--- src/rtl/onehot5_stage_reg.sv ---
// One-entry 1-of-5 decode stage with error accounting and lockout after
// LOCK_N consecutive bad words; clr_err releases the lock and clears status.
module onehot5_stage_reg #(
  parameter int CNT_W  = 8,
  parameter int LOCK_N = 3
) (
  input  logic             clk,
  input  logic             rst,
  input  logic             in_valid,
  input  logic [4:0]       in_data,
  output logic             in_ready,
  output logic             out_valid,
  input  logic             out_ready,
  output logic [2:0]       out_idx,
  output logic             out_err,
  output logic [CNT_W-1:0] err_cnt,
  output logic             err_sticky,
  output logic             locked,
  input  logic             clr_err
);

  typedef enum logic {RUN = 1'b0, LOCK = 1'b1} state_t;

  localparam logic [CNT_W-1:0] CNT_MAX = {CNT_W{1'b1}};
  localparam logic [2:0]       LOCK_TH = 3'(LOCK_N);

  state_t           r_state, w_state_nxt;
  logic             r_out_valid;
  logic [2:0]       r_out_idx;
  logic             r_out_err;
  logic [CNT_W-1:0] r_err_cnt;
  logic             r_err_sticky;
  logic [2:0]       r_consec, w_consec_nxt;

  logic             w_in_ready;
  logic             w_accept;
  logic             w_err_acc;
  logic [2:0]       w_dec_idx;
  logic             w_dec_err;

  always_comb begin
    w_dec_idx = 3'd7;
    w_dec_err = 1'b1;
    unique case (in_data)
      5'b00001: begin w_dec_idx = 3'd0; w_dec_err = 1'b0; end
      5'b00010: begin w_dec_idx = 3'd1; w_dec_err = 1'b0; end
      5'b00100: begin w_dec_idx = 3'd2; w_dec_err = 1'b0; end
      5'b01000: begin w_dec_idx = 3'd3; w_dec_err = 1'b0; end
      5'b10000: begin w_dec_idx = 3'd4; w_dec_err = 1'b0; end
      default:  begin w_dec_idx = 3'd7; w_dec_err = 1'b1; end
    endcase
  end

  assign w_accept  = in_valid & w_in_ready;
  assign w_err_acc = w_accept & w_dec_err;

  // An error accepted alongside clr_err wins: the run restarts at one.
  always_comb begin
    w_consec_nxt = r_consec;
    if (w_err_acc)
      w_consec_nxt = clr_err ? 3'd1 : ((r_consec == 3'd7) ? 3'd7 : r_consec + 3'd1);
    else if (clr_err || w_accept)
      w_consec_nxt = 3'd0;
  end

  // FSM: state register
  always_ff @(posedge clk or posedge rst) begin
    if (rst) r_state <= RUN;
    else     r_state <= w_state_nxt;
  end

  // FSM: next state
  always_comb begin
    w_state_nxt = r_state;
    unique case (r_state)
      RUN:  if (w_err_acc && w_consec_nxt == LOCK_TH) w_state_nxt = LOCK;
      LOCK: if (clr_err) w_state_nxt = RUN;
      default: w_state_nxt = RUN;
    endcase
  end

  // FSM: outputs
  always_comb begin
    locked     = (r_state == LOCK);
    w_in_ready = (r_state == RUN) && (!r_out_valid || out_ready);
  end

  // Output register: reload on accept, empty on drain, hold otherwise.
  always_ff @(posedge clk or posedge rst) begin
    if (rst) begin
      r_out_valid <= 1'b0;
      r_out_idx   <= 3'd0;
      r_out_err   <= 1'b0;
    end else if (w_accept) begin
      r_out_valid <= 1'b1;
      r_out_idx   <= w_dec_idx;
      r_out_err   <= w_dec_err;
    end else if (out_ready) begin
      r_out_valid <= 1'b0;
    end
  end

  always_ff @(posedge clk or posedge rst) begin
    if (rst) begin
      r_err_cnt    <= '0;
      r_err_sticky <= 1'b0;
      r_consec     <= 3'd0;
    end else begin
      r_consec <= w_consec_nxt;
      if (w_err_acc) begin
        r_err_sticky <= 1'b1;
        if (clr_err)                r_err_cnt <= CNT_W'(1);
        else if (r_err_cnt != CNT_MAX) r_err_cnt <= r_err_cnt + CNT_W'(1);
      end else if (clr_err) begin
        r_err_cnt    <= '0;
        r_err_sticky <= 1'b0;
      end
    end
  end

  assign in_ready   = w_in_ready;
  assign out_valid  = r_out_valid;
  assign out_idx    = r_out_idx;
  assign out_err    = r_out_err;
  assign err_cnt    = r_err_cnt;
  assign err_sticky = r_err_sticky;

endmodule
--- config.mk ---
export PLATFORM = sky130hd
export DESIGN_NAME = onehot5_stage_reg
export DESIGN_NICKNAME = d
export VERILOG_FILES = /design/src/rtl/onehot5_stage_reg.sv
export SDC_FILE = /design/constraint.sdc
export NUM_CORES = 1
export LEC_CHECK = 0
export CORE_MARGIN = 1
export CORE_UTILIZATION = 51
export DETAILED_ROUTE_END_ITERATION = 10
export HOLD_SLACK_MARGIN = 0.03
export PLACE_DENSITY = 0.91
export SLEW_MARGIN = 15
export SYNTH_ARGS = -nofsm -noshare
export SYNTH_HDL_FRONTEND = slang
export SYNTH_SLANG_ARGS = --single-unit
--- constraint.sdc ---
create_clock -name clk -period 2.9 [get_ports clk]
set_input_delay 0.435 -clock clk [delete_from_list [all_inputs] [get_ports clk]]
set_output_delay 0.435 -clock clk [all_outputs]
set_load 0.01 [all_outputs]
### After elaboration in Yosys (flattened, before gate mapping)

Cells that the tools add are included.

| word-level totals | value |
|---|---|
| register bits | 18 |
| bits of input ports | 10 |
| output and inout port bits | 16 |

| operators by class | value |
|---|---|
| $add $sub $neg | 2 |
| equality and inequality tests | 8 |
| mux-type cells | 17 |
| bitwise gates (word level) | 3 |
| reduce and logical (&&, ||, !) cells | 10 |

Operators with widths:

| operator | number |
|---|---|
| $mux 8 | 4 |
| $pmux 3 s5 | 1 |
| $mux 3 | 4 |
| $add 8x1->8 const B | 1 |
| $ne 8x8->1 const B | 1 |
| $mux 1 | 7 |
| $reduce_bool 2->1 | 3 |
| $eq 5x1->1 const B | 1 |
| $eq 5x2->1 const B | 1 |
| $eq 5x3->1 const B | 1 |
| $eq 5x4->1 const B | 1 |
| $eq 5x5->1 const B | 1 |
| $reduce_or 5->1 | 1 |
| $add 3x1->3 const B | 1 |
| $eq 3x2->1 const B | 1 |
| $eq 3x3->1 const B | 1 |
| $and 1x1->1 | 2 |
| $logic_and 1x1->1 | 2 |
| $logic_or 1x1->1 | 2 |
| $pmux 1 s2 | 1 |
| $reduce_and 2->1 | 1 |
| $logic_not 1->1 | 1 |
| $not 1->1 | 1 |

### Longest topological paths before layout

Gate-level depths: netlist of run 1.

| logic depth | value |
|---|---|
| depth after elaboration | 11 |
| depth in mapped cells | 7 |

### Least setup slack after synthesis of run 1

No wires, ideal clock.

| timing | value |
|---|---|
| path type | flip-flop to flip-flop |
| from | reg r_err_cnt[0], in the netlist err_cnt[0] |
| to | reg r_err_cnt[5], in the netlist err_cnt[5] |
| data arrival time | 1.703 ns |
| required time | 2.822 ns |
| setup slack | 1.119 ns |
| cell stages (with the launch flop) | 8 |
| buffers on the path | 1 |
| period minus slack after synthesis | 1.781 ns |
| path through | dfrtp_1 ha_1 nand2_1 or3_1 clkbuf_1 nand3_1 or4_1 a21oi_1 |

| between the ends | value |
|---|---|
| longest elaborated chain between the ends | 4 |

Ends and longest elaborated chain:

| item | line | RTL |
|---|---|---|
| from (decl) | 31 | `logic [CNT_W-1:0] r_err_cnt;` |
| from (signal assigned) | 113 | `else if (r_err_cnt != CNT_MAX) r_err_cnt <= r_err_cnt + CNT_W'(1);` |
| $add 8x1->8 | 113 |  |
| $mux 8 | 113 |  |
| $mux 8 | 112 | `if (clr_err) r_err_cnt <= CNT_W'(1);` |
| $mux 8 | 110 | `if (w_err_acc) begin` |

Several ways; a longest one is shown, not always the timed one. The select of a mux whose other input is x is not followed.
A chain may end at the register's enable or synchronous reset.

### Worst setup path in the final report of run 1

| timing | value |
|---|---|
| from | in out_ready |
| to | reg r_err_cnt[7], in the netlist err_cnt[7] |

| between the ends | value |
|---|---|
| longest elaborated chain between the ends | 6 |

Ends and longest elaborated chain:

| item | line | RTL |
|---|---|---|
| from (decl) | 13 | `input logic out_ready,` |
| $logic_or 1x1->1 * | 85 | `w_in_ready = (r_state == RUN) && (!r_out_valid \|\| out_ready);` |
| $logic_and 1x1->1 * | 85 |  |
| $and 1x1->1 * | 54 | `assign w_accept = in_valid & w_in_ready;` |
| $and 1x1->1 * | 55 | `assign w_err_acc = w_accept & w_dec_err;` |
| $reduce_bool 2->1 (no line) | - |  |
| $reduce_and 2->1 (no line) | - |  |

Every way passes the cells marked *; elsewhere a longest branch is shown, timed or not.

==> flow_summary.toml, run 1 <==
[synth]
ys_seq_elements = 18
synth_nets = 124
yosys-top-cells-area = "dfrtp_1 46%, a21oi_1 7.6%, o21ai_0 5.1%, nor2_1 3.8%, nand3_1 3.0%"
synthesis.area_sq_um = 988
synth-seq-area-share = 0.456
postSynthCellCount = 112
synth_top_cell_area_share = 0.456
syn_avg_cell_area_sq_um = 8.83
yosysWarnings = 0
synthArstFlopShare = 1.00
synth_edf_count = 0
ys_types = 30
yosysTopAreaCell = "dfrtp_1"
synth_ff_type = "dfrtp_1"

[global_route]
grt_pass1_wl_um = 3520
grt_pass1_vias = 777
grt_max_degree = 19
gr-usage-all-layers = 0.236
overflow = 0
antenna_found_initial = 0

[setup_path]
crit_arrival_ns = 2.44
cp.required_ns = 3.11
startpoint_type = "input pin"
cp_slowest_stage_delay_ns = 0.49
r2r_end = "err_cnt[7]$_DFFE_PP0P_"
critPathKind = "in -> reg"
ff2ff_path_depth = 5
worst_setup_path_end_kind = "register"
timing.rr.start = "out_valid$_DFFE_PP0P_"
cp_cell_sequence = "clkdlybuf4s50_1 > nand2b_1 > and3_1 > nand3_1 > or4_1 > a21oi_1"
cp_max_fo = 10
reg2reg_slack_ns = 0.91
cp_slowest_cell = "or4_1"

[detailed_routing]
ant_nets = 0
routed_wl_um = 2310
viasPerCell = 5.98
num_vias = 962
drc = 0
drt_iter0_markers = 25
wl_per_cell_um = 14.3
firstDrtPassIters = 4

[timing]
worstMarginPinSlew_ns = 0.687
slew_headroom = 0.538
hold_viol = 0
final_max_slew_viol_count = 0
period_needed_ns = 2.22
rsz0062_at_grt = "no"
finalCritPeriodShare = 0.766
worst_slack_ns = 0.679
finalClockSkew_ns = 0.00351
fin_setup_tns_ns = 0
fmax_mhz = 450
setup_violations = 0

[placement]
placed_area_sq_um = 1250
place_congestion = 0.871
dp_slack_ns = 0.453
hpwlAfterDp_um = 1590
io_buffers = 25
dp_cells = 158

[floorplan]
pin_count = 26
design.die.area_sq_um = 2120
fp.coreArea_sq_um = 1760
dieHeight_um = 46.0
rows = 15
start_util = 0.560
die_w_um = 46.0

[run]
cap_violations = 0

[clocking]
post_cts_resized = 0
ctsHoldBuffers = 0
clock_sinks = 18
cts_tree = "yes"
path_clk_slew_ns = 0.10
clock_latency_ns = 0.29
clockRootBuffer = "clkbuf_4"
clk_path_buf_depth = 2
h-tree-depth = 1
post_cts_buffers = 0
cts_made_buffers = 3

[cells_and_area]
insertedDiodeCount = 0
seq_area_sq_um = 450
final_cells = 161
fin_area_sq_um = 1280
utilization = 0.723
area_growth_syn_to_layout_pct = 29.1
drive_above_1_share = 0.0588
multi_input_area_sq_um = 499
n_fill_cell = 145
nNetsFinal = 150

[min_path]
min_from = "out_err$_DFFE_PP0P_"
whs_path_depth = 1
min_path_type = "reg -> reg"
hold_path_end = "out_err$_DFFE_PP0P_"

[power]
power_density_nw_per_um2 = 455
vdd_ir_drop_max_v = 0.000324
p_leak_uw = 0.000529

[status]
outcome = "completed"
## metrics by stage
step / power (uW) / hold WS (ns)
after global routing: 609 / 0.509
after CTS: 582 / 0.498
after detailed placement: 462 / 0.471
final: 581 / 0.495
after floorplan: 383 / 0.374
after global placement: 456 / 0.469
## area by class of cell
cell class / count / area share
well taps: 25 / 0.0245
multi-input cells: 85 / 0.391
repair buffers: 26 / 0.202
inverters: 4 / 0.0118
clock buffers: 3 / 0.0176
flip-flops and latches: 18 / 0.353
## where the power goes
group          total, uW  switching, uW  internal, uW  leakage (uW)
sequential           295           19.8           275      0.000227
combinational        165           79.2          85.3      0.000288
clock                121           73.2          48.3     0.0000138
total                581            172           408      0.000529
## metal layers
metal,global-route usage,up-vias,wire [um]
li1,-,454,-
met1,0.318,456,987
met2,0.369,42,1140
met3,0.0516,10,125
met4,0.0882,0,57
met5,0,-,0
## synth_stat cells, types with 2 or more instances
| cell type | number |
|---|---|
| nand2_1 | 7 |
| nor4_1 | 2 |
| mux2i_1 | 2 |
| or4_1 | 2 |
| o31ai_1 | 2 |
| a21oi_1 | 15 |
| a21o_1 | 2 |
| nor2_1 | 10 |
| clkbuf_1 | 3 |
| or3_2 | 3 |
| nand2b_1 | 3 |
| or3_1 | 4 |
| and3_1 | 3 |
| dfrtp_1 | 18 |
| o21ai_0 | 10 |
| inv_1 | 4 |
| xor2_1 | 2 |
| ha_1 | 2 |
| nand3_1 | 6 |
| and2_1 | 2 |
## flip-flops by register name (all words and copies together) (netlist names)
| register | count |
|---|---|
| err_cnt | 8 |
| out_idx | 3 |
| locked | 1 |
| r_consec | 3 |
| out_err | 1 |
| err_sticky | 1 |
| out_valid | 1 |
## worst max path at each step
stage	depth (start not counted)	to	from	slack, ns
after global routing	6	err_cnt[1]$_DFFE_PP0P_	in_data[0]	0.56
after floorplan	7	err_cnt[5]$_DFFE_PP0P_	err_cnt[0]$_DFFE_PP0P_	1.12
final	6	err_cnt[7]$_DFFE_PP0P_	out_ready	0.68
after CTS	6	err_cnt[7]$_DFFE_PP0P_	in_data[0]	0.72
after global placement	6	err_cnt[7]$_DFFE_PP0P_	in_data[0]	0.52
after detailed placement	6	err_cnt[7]$_DFFE_PP0P_	in_data[0]	0.45
## critical path, delay by kind of cell
kind	cells	cell delay [ns]
AOI/OAI and AO/OA	1	0.17
buffers and inverters	1	0.45
and+or+nand+nor	4	1.37
## logic make-up after synthesis
family	count (synthesis)	share of synthesized area
DFF	18	0.456
xor gates and xnor gates	2	0.0177
buffers and inverters	9	0.0392
adders and majority gates	2	0.0253
and+or+nand+nor	46	0.251
AOI/OAI and AO/OA	33	0.191
muxes	2	0.0203
## cells in the final DEF (no fill, tap or decap), types with 2 or more instances in the layout
| cell type | n |
|---|---|
| o31ai_1 | 2 |
| a21o_1 | 2 |
| or4_1 | 2 |
| nand2_1 | 7 |
| ha_1 | 2 |
| and2_1 | 2 |
| dfrtp_1 | 18 |
| nor2_1 | 10 |
| nand3_1 | 6 |
| o21ai_0 | 10 |
| nor4_1 | 2 |
| or3_1 | 4 |
| a21oi_1 | 15 |
| clkdlybuf4s50_1 | 25 |
| clkbuf_4 | 3 |
| inv_1 | 4 |
| xor2_1 | 2 |
| mux2i_1 | 2 |
| or3_2 | 3 |
| nand2b_1 | 3 |
| and3_1 | 3 |
No activity file was read; power rests on OpenSTA's default activity.
==> run 2, diff against run 1 <==
--- a/config.mk
+++ b/config.mk
@@ -6,10 +6,10 @@
 export NUM_CORES = 1
 export LEC_CHECK = 0
 export CORE_MARGIN = 1
-export CORE_UTILIZATION = 51
+export CORE_UTILIZATION = 47
 export DETAILED_ROUTE_END_ITERATION = 10
 export HOLD_SLACK_MARGIN = 0.03
-export PLACE_DENSITY = 0.91
+export PLACE_DENSITY = 0.86
 export SLEW_MARGIN = 15
 export SYNTH_ARGS = -nofsm -noshare
 export SYNTH_HDL_FRONTEND = slang
==> constraint.sdc (replaced) <==
create_clock -name clk -period 2.1 [get_ports clk]
set_input_delay 0.315 -clock clk [delete_from_list [all_inputs] [get_ports clk]]
set_output_delay 0.315 -clock clk [all_outputs]
set_load 0.01 [all_outputs]
==> run 2 against run 1 <==
Against the previous run: critical endpoint unchanged; sequential power grew 38%; first-iteration DRC count grew 28%; cell count grew 7.5%.
==> flow_summary.toml, run 2 (synthesis results as in run 1) <==
[status]
outcome = "completed"

[global_route]
antenna_found_initial = 0
grt_max_degree = 19
grt_pass1_wl_um = 4050
gr-usage-all-layers = 0.254
grt_pass1_vias = 921
overflow = 0

[floorplan]
dieHeight_um = 47.9
die_w_um = 47.9
rows = 16
fp.coreArea_sq_um = 1960
pin_count = 26
start_util = 0.504
design.die.area_sq_um = 2290

[power]
power_density_nw_per_um2 = 641
vdd_ir_drop_max_v = 0.000530
p_leak_uw = 0.000581

[timing]
rsz0062_at_grt = "no"
hold_viol = 0
worstMarginPinSlew_ns = 0.701
finalCritPeriodShare = 0.937
whs_ns = 0.421
final_max_slew_viol_count = 0
period_needed_ns = 1.97
finalClockSkew_ns = 0.00142
fmax_mhz = 508
slew_headroom = 0.532
setup_violations = 0

[setup_path]
reg2reg_slack_ns = 0.24
startpoint_type = "input pin"
worst_setup_path_end_kind = "register"
critPathKind = "in -> reg"
crit_arrival_ns = 2.19
cp.required_ns = 2.32
cp_max_fo = 12

[cells_and_area]
largest_reg_flops = 8
area_growth_syn_to_layout_pct = 38.1
insertedDiodeCount = 0
nNetsFinal = 159
utilization = 0.696
final_cells = 173
n_fill_cell = 168
layout_commonest_cell = "clkdlybuf4s50_1"
layout_common_cells = "25 x clkdlybuf4s50_1, 18 x dfrtp_1, 15 x a21oi_1"
drive_above_1_share = 0.130

[placement]
io_buffers = 25
dp_cells = 169
place_congestion = 0.845
hpwlAfterDp_um = 1880

[min_path]
min_path_type = "in -> async"

[clocking]
clock_latency_ns = 0.29
clock_sinks = 18
cts_tree = "yes"
path_clk_slew_ns = 0.11
clk_path_buf_depth = 2
cts_made_buffers = 3
h-tree-depth = 1
clockRootBuffer = "clkbuf_4"
ctsHoldBuffers = 0

[detailed_routing]
wl_per_cell_um = 14.9
drt_iter0_markers = 32
routed_wl_um = 2580
num_vias = 1007
drc = 0
viasPerCell = 5.82
ant_nets = 0
firstDrtPassIters = 4

[run]
cap_violations = 0
run 2: metrics by stage:
step	TNS, ns	instance area [sq um]	power, uW	setup slack (ns)
floorplan	0	988	528	0.319
global placement	-0.290	1320	648	-0.0972
detailed placement	-0.753	1320	660	-0.182
CTS	0	1360	876	0.0761
global route	0	1370	921	0.0497
finish	0	1370	875	0.132
run 2: final cells by class:
class	count	area, sq um	share of cell area
flip-flops and latches	18	450	0.330
multi-input cells	85	504	0.369
clock buffers	4	36.3	0.0266
well taps	27	33.8	0.0247
inverters	4	15.0	0.0110
repair buffers	35	325	0.238
run 2: critical path: stages:
cell and delay, ns:
clkdlybuf4s50_1 0.48, xor2_1 0.19, o211a_1 0.25, or2_4 0.29
or4_1 0.51, a21oi_1 0.15
run 2: per-layer routing:
layer | track usage | vias to the layer above | wire [um]
met5 | 0 | - | 0
met4 | 0.106 | 0 | 21
met3 | 0.0604 | 4 | 194
met2 | 0.397 | 45 | 1270
met1 | 0.338 | 487 | 1100
li1 | - | 471 | -
run 2: final timing paths:
check | from | to | depth (start not counted)
worst max register to register | err_cnt[0]$_DFFE_PP0P_ | err_cnt[7]$_DFFE_PP0P_ | 6
worst max-delay path | in_data[1] | err_cnt[7]$_DFFE_PP0P_ | 6
max in group asynchronous | rst | out_idx[0]$_DFFE_PP0P_ | 2
worst min register to register | err_sticky$_DFFE_PP0P_ | err_sticky$_DFFE_PP0P_ | 1
min in group clk | err_sticky$_DFFE_PP0P_ | err_sticky$_DFFE_PP0P_ | 1
worst min-delay path | rst | out_idx[2]$_DFFE_PP0P_ | 2
run 2: repair_timing:
item	4_1_cts	5_1_grt
setup endpoints to repair	0	1
buffers inserted	0	0
gates resized for setup	0	1
run 2: where the power goes:
group          leakage (uW)  total, uW  internal, uW  switching, uW
combinational      0.000333        252           133            119
clock             0.0000210        216           106            110
sequential         0.000227        407           379           27.8
==> run 3, diff against run 2 <==
--- a/config.mk
+++ b/config.mk
@@ -10,7 +10,6 @@
 export DETAILED_ROUTE_END_ITERATION = 10
 export HOLD_SLACK_MARGIN = 0.03
 export PLACE_DENSITY = 0.86
-export SLEW_MARGIN = 15
 export SYNTH_ARGS = -nofsm -noshare
 export SYNTH_HDL_FRONTEND = slang
 export SYNTH_SLANG_ARGS = --single-unit
==> results of run 3 <==
Same layout as run 2: the final DEF is identical, and so are final timing and power.
